===== src/rtl/mcp01_controller.sv =====
`default_nettype none
// ----------------------------------------------------------------------------
// mcp01_controller: multicycle fetch/decode/execute control FSM for MCP01 CPU
// Rev 1.0
// ----------------------------------------------------------------------------
module mcp01_controller #(
  parameter int OPCODE_W = 3,
  parameter int STATE_W  = 4
) (
  input  logic                clk,
  input  logic                rst,
  input  logic [OPCODE_W-1:0] opcode,
  output logic                IorD,
  output logic                MemRead,
  output logic                MemWrite,
  output logic                IR_Write,
  output logic                PC_Write,
  output logic                PCsel,
  output logic                d_in_sel,
  output logic                push,
  output logic                pop,
  output logic                tos,
  output logic                ldop1,
  output logic                ldop2,
  output logic                ALU_Src_A,
  output logic                ALU_Src_B,
  output logic [1:0]          ALU_Control,
  output logic                JZ,
  output logic                instr_done,
  output logic [STATE_W-1:0]  state
);

  typedef enum logic [STATE_W-1:0] {
    S_INIT, S_FETCH, S_DECODE, S_POP1, S_LD1, S_LD2, S_ALU, S_WB,
    S_PSH_RD, S_PSH_WB, S_POP_M, S_POP_WR, S_JMP, S_JZ_TOS, S_JZ_EX
  } state_t;

  typedef struct packed {
    logic       iord;
    logic       mem_read;
    logic       mem_write;
    logic       ir_write;
    logic       pc_write;
    logic       pcsel;
    logic       d_in_sel;
    logic       push;
    logic       pop;
    logic       tos;
    logic       ldop1;
    logic       ldop2;
    logic       src_a;
    logic       src_b;
    logic [1:0] alu_ctl;
    logic       jz;
    logic       done;
  } ctrl_t;

  localparam logic [OPCODE_W-1:0] OP_NOT = 3'b011;

  state_t state_q, state_d;
  ctrl_t  ctrl_q, ctrl_d;

  always_comb begin
    state_d = state_q;
    case (state_q)
      S_INIT:   state_d = S_FETCH;
      S_FETCH:  state_d = S_DECODE;
      S_DECODE: begin
        case (opcode)
          3'b000, 3'b001, 3'b010, 3'b011: state_d = S_POP1;
          3'b100:  state_d = S_PSH_RD;
          3'b101:  state_d = S_POP_M;
          3'b110:  state_d = S_JMP;
          3'b111:  state_d = S_JZ_TOS;
          default: state_d = S_FETCH;  // unknown opcode: refetch without side effects
        endcase
      end
      S_POP1:   state_d = S_LD1;
      S_LD1:    state_d = (opcode == OP_NOT) ? S_ALU : S_LD2;
      S_LD2:    state_d = S_ALU;
      S_ALU:    state_d = S_WB;
      S_WB:     state_d = S_FETCH;
      S_PSH_RD: state_d = S_PSH_WB;
      S_PSH_WB: state_d = S_FETCH;
      S_POP_M:  state_d = S_POP_WR;
      S_POP_WR: state_d = S_FETCH;
      S_JMP:    state_d = S_FETCH;
      S_JZ_TOS: state_d = S_JZ_EX;
      S_JZ_EX:  state_d = S_FETCH;
      default:  state_d = S_INIT;
    endcase
  end

  // Strobes are decoded from the upcoming state so they register alongside it.
  always_comb begin
    ctrl_d = '0;
    case (state_d)
      S_FETCH: begin
        ctrl_d.mem_read = 1'b1;
        ctrl_d.ir_write = 1'b1;
        ctrl_d.pc_write = 1'b1;
      end
      S_POP1:   ctrl_d.pop = 1'b1;
      S_LD1: begin
        ctrl_d.ldop1 = 1'b1;
        ctrl_d.pop   = (opcode != OP_NOT);
      end
      S_LD2:    ctrl_d.ldop2 = 1'b1;
      S_ALU: begin
        ctrl_d.src_a   = 1'b1;
        ctrl_d.src_b   = 1'b1;
        ctrl_d.alu_ctl = opcode[1:0];
      end
      S_WB: begin
        ctrl_d.push     = 1'b1;
        ctrl_d.d_in_sel = 1'b1;
        ctrl_d.done     = 1'b1;
      end
      S_PSH_RD: begin
        ctrl_d.iord     = 1'b1;
        ctrl_d.mem_read = 1'b1;
      end
      S_PSH_WB: begin
        ctrl_d.push = 1'b1;
        ctrl_d.done = 1'b1;
      end
      S_POP_M:  ctrl_d.pop = 1'b1;
      S_POP_WR: begin
        ctrl_d.iord      = 1'b1;
        ctrl_d.mem_write = 1'b1;
        ctrl_d.done      = 1'b1;
      end
      S_JMP: begin
        ctrl_d.pcsel    = 1'b1;
        ctrl_d.pc_write = 1'b1;
        ctrl_d.done     = 1'b1;
      end
      S_JZ_TOS: ctrl_d.tos = 1'b1;
      S_JZ_EX: begin
        ctrl_d.jz    = 1'b1;
        ctrl_d.pcsel = 1'b1;
        ctrl_d.done  = 1'b1;
      end
      default: ctrl_d = '0;
    endcase
  end

  always_ff @(posedge clk or negedge rst) begin
    if (!rst) begin
      state_q <= S_INIT;
      ctrl_q  <= '0;
    end else begin
      state_q <= state_d;
      ctrl_q  <= ctrl_d;
    end
  end

  assign IorD        = ctrl_q.iord;
  assign MemRead     = ctrl_q.mem_read;
  assign MemWrite    = ctrl_q.mem_write;
  assign IR_Write    = ctrl_q.ir_write;
  assign PC_Write    = ctrl_q.pc_write;
  assign PCsel       = ctrl_q.pcsel;
  assign d_in_sel    = ctrl_q.d_in_sel;
  assign push        = ctrl_q.push;
  assign pop         = ctrl_q.pop;
  assign tos         = ctrl_q.tos;
  assign ldop1       = ctrl_q.ldop1;
  assign ldop2       = ctrl_q.ldop2;
  assign ALU_Src_A   = ctrl_q.src_a;
  assign ALU_Src_B   = ctrl_q.src_b;
  assign ALU_Control = ctrl_q.alu_ctl;
  assign JZ          = ctrl_q.jz;
  assign instr_done  = ctrl_q.done;
  assign state       = state_q;

endmodule
`default_nettype wire

===== config.mk =====
export PLATFORM = sky130hd
export DESIGN_NAME = mcp01_controller
export DESIGN_NICKNAME = d
export VERILOG_FILES = /design/src/rtl/mcp01_controller.sv
export SDC_FILE = /design/constraint.sdc
export NUM_CORES = 1
export LEC_CHECK = 0
export CORE_ASPECT_RATIO = 1.25
export CORE_MARGIN = 3
export CORE_UTILIZATION = 41
export CTS_CLUSTER_SIZE = 28
export DETAILED_ROUTE_END_ITERATION = 10
export PLACE_DENSITY_LB_ADDON = 0.12
export SLEW_MARGIN = 20
export SYNTH_ARGS = -nofsm -noshare
export SYNTH_HDL_FRONTEND = slang
export SYNTH_SLANG_ARGS = --single-unit

===== constraint.sdc =====
create_clock -name clk -period 1.4 [get_ports clk]
set_clock_uncertainty 0.15 [all_clocks]
set_input_delay 0.28 -clock clk [delete_from_list [all_inputs] [get_ports clk]]
set_output_delay 0.28 -clock clk [all_outputs]
set_load 0.02 [all_outputs]

==> results.json, run 1 <==
{
  "outcome": "finished, violations left",
  "violations": "negative setup slack",
  "fp.coreArea_sq_um": 2070,
  "vias": 928,
  "yosysUniqueCellTypes": 37,
  "yosys.area.top_type": "dfrtp_1",
  "synth_fa_ha_area_frac": 0,
  "final_util": 0.791,
  "fin_crit_ps": 1720,
  "synthArstFlopShare": 1.00,
  "track_usage": 0.186,
  "p_leak_nw": 0.795,
  "gr-total-overflow": 0,
  "postLayoutSetupSlackWorst_ps": -322,
  "hp-class": "input pin to async pin",
  "relSlewSlack": 0.766,
  "grt_pass1_wl_um": 4040,
  "worstMarginPinSlew_ps": 351,
  "cts_tree": "yes",
  "total_power_w": 0.00393,
  "r2r_cells": 6,
  "path_common_cell": "inv_2",
  "cts_max_level": 1,
  "syn-cell-area_sq_um": 947,
  "clock_latency_ps": 310,
  "synthToLayoutAreaGrowth_pct": 73.1,
  "synthFlopType": "dfrtp_1",
  "ir_drop_v": 0.00149,
  "clk_path_buf_depth": 2,
  "ys_ff_latch": 21,
  "fin_crit_sh": 1.23,
  "routedWlPerCell_um": 17.1,
  "use_met1": 0.224,
  "startpoint_type": "register",
  "seq_area_frac_synth": 0.555,
  "drt-total-wl_um": 3030,
  "synth_area_leaders": "dfrtp_1 55%, buf_4 2.4%, buf_6 2.4%",
  "fillers": 130,
  "grtUsageMet3": 0.0324,
  "largest_reg_flops": 4,
  "finalSetupViolCount": 15,
  "final_hold_viol_count": 0,
  "io_pins": 27,
  "whs_ps": 148,
  "pre_cts_ws_ps": -562,
  "ant_nets": 0,
  "cap_viol_max_count": 0,
  "fp-row-count": 18,
  "worstReg2RegStart": "state[0]",
  "drt-vias-per-instance": 5.24,
  "synth_top_family_by_area": "simple AND/OR/NAND/NOR gates",
  "critPathArrivalTime_ps": 1770,
  "cts_buffers": 3,
  "antenna_found_initial": 0,
  "maxSlewViolCount": 0,
  "drive_above_1_share": 0.667,
  "crit_chain": "buf_4, inv_2, a41o_1, o21ai_2, inv_2, or3_1",
  "synth_edf_count": 0,
  "finalNonFillerCells": 177,
  "grt_max_degree": 22,
  "drc": 0,
  "clockRootBuffer": "clkbuf_4",
  "cp-end-kind": "register",
  "first_pass_iters": 4,
  "ys_warn_count": 0,
  "fmax_ghz": 0.581,
  "synth_compound_area_frac": 0.161,
  "cp_slowest_stage_delay_ps": 420,
  "portBuffers": 26,
  "regArea_sq_um": 531,
  "crit_type": "register to register",
  "fp.dieW_um": 49.0,
  "synth_fp_nets": 91,
  "rsz0062_at_grt": "true",
  "required_ps": 1450,
  "multi_input_comb_area_sq_um": 489,
  "hpwl_um": 1590,
  "die_area_sq_um": 2930,
  "worst-path-max-fanout": 13,
  "fp.dieH_um": 59.7,
  "antenna_cells": 0,
  "worst-r2r-setup-slack_ps": -320,
  "cts.sinks": 21,
  "synth.top_cell.area_share": 0.555,
  "synth_xor_area_frac": 0,
  "r2r-end": "instr_done",
  "cp-startpoint": "state[0]",
  "grt_pass1_vias": 848,
  "place.gp.congestion": 0.917,
  "drtIter0Drc": 34,
  "dp_cells": 154,
  "final_nets": 153,
  "synth-simple-area-share": 0.217,
  "synthMuxAreaShare": 0,
  "start_util": 0.457,
  "clkTransAtPathRegs_ps": 120,
  "postSynthCellCount": 86,
  "grt-busiest-layer": "met2",
  "critPathSlowestCell": "dfrtp_2",
  "syn_avg_cell_area_sq_um": 11.0,
  "gr-usage-met2": 0.307,
  "power_density_nw_per_um2": 2400
}
-- cell usage after synthesis, types with 2 or more instances --
library cell and instances:
a21oi_1 3, and2_1 3, buf_4 3, buf_6 2
dfrtp_1 21, inv_1 3, nand2_1 6, nand2b_1 3
nand3_1 3, nor2_1 4, nor3_1 4, nor3b_1 2
o21a_1 2, o21ai_1 3, or3_1 2
-- cells in the final DEF (no fill, tap or decap), drive strengths merged, types with 2 or more instances in the layout --
cell type	instances
buf	46
dfrtp	21
clkbuf	13
nand2	6
o21ai	5
nor3	4
clkdlybuf4s15	4
inv	4
a21oi	4
nor2	4
nand2b	3
and2	3
nand3	3
nor3b	3
or3	2
o21a	2
dlygate4sd2	2
-- report_power, final --
part / switching [W] / leakage (nW) / internal [W]
Sequential: 0.000146 / 0.273 / 0.000813
Clock: 0.000188 / 0.0150 / 0.000111
Combinational: 0.00136 / 0.507 / 0.00130
Total: 0.00170 / 0.795 / 0.00223
-- kinds of logic after synthesis --
group                  after synthesis
and+or+nand+nor                     35
AOI/OAI and AO/OA                   20
DFF                                 21
buffers and inverters               10
-- critical path, delay by kind of cell, from the launching register on --
family          cells  cell delay (ps)
buf+inv             3              370
simple gates        1              310
flops               1              420
compound gates      2              360
-- stage by stage --
step,instance area (sq um),TNS (ps)
after floorplan,960,-357
after global placement,1340,-5690
after detailed placement,1340,-6190
after CTS,1490,-1480
after global routing,1640,-2860
final,1640,-2080
-- how the worst max path moves through the flow --
stage	end	slack, ps	depth (start not counted)
detailed placement	MemRead	-560	5
floorplan	instr_done	-260	6
finish	instr_done	-320	6
global route	instr_done	-380	6
CTS	instr_done	-300	6
global placement	tos	-590	6
-- cell type report --
class                   count  share of cell area
inverters                   4             0.00916
clock buffers               4              0.0160
multi-input cells          55               0.298
well taps                  30              0.0229
flip-flops and latches     21               0.324
repair buffers             63               0.330
-- routing by layer --
layer	wire, um	up-vias
li1	-	424
met1	1170	451
met2	1620	40
met3	131	13
met4	113	0
met5	0	-
-- what timing repair did --
item	4_1_cts	5_1_grt
hold buffers	0	0
setup buffers	8	12
pin swaps	8	17
gates resized for setup	83	48
setup endpoints to repair	35	30
hold endpoints to repair	0	0
cloned	0	1
Note: power is estimated with default switching activity, not from simulation.
==> run 2: changes to the inputs <==
Settings changed: ABC_CLOCK_PERIOD_IN_PS set to 1400.
==> results of run 2 <==
Same layout as run 1: the final DEF is identical, and so are final timing and power.
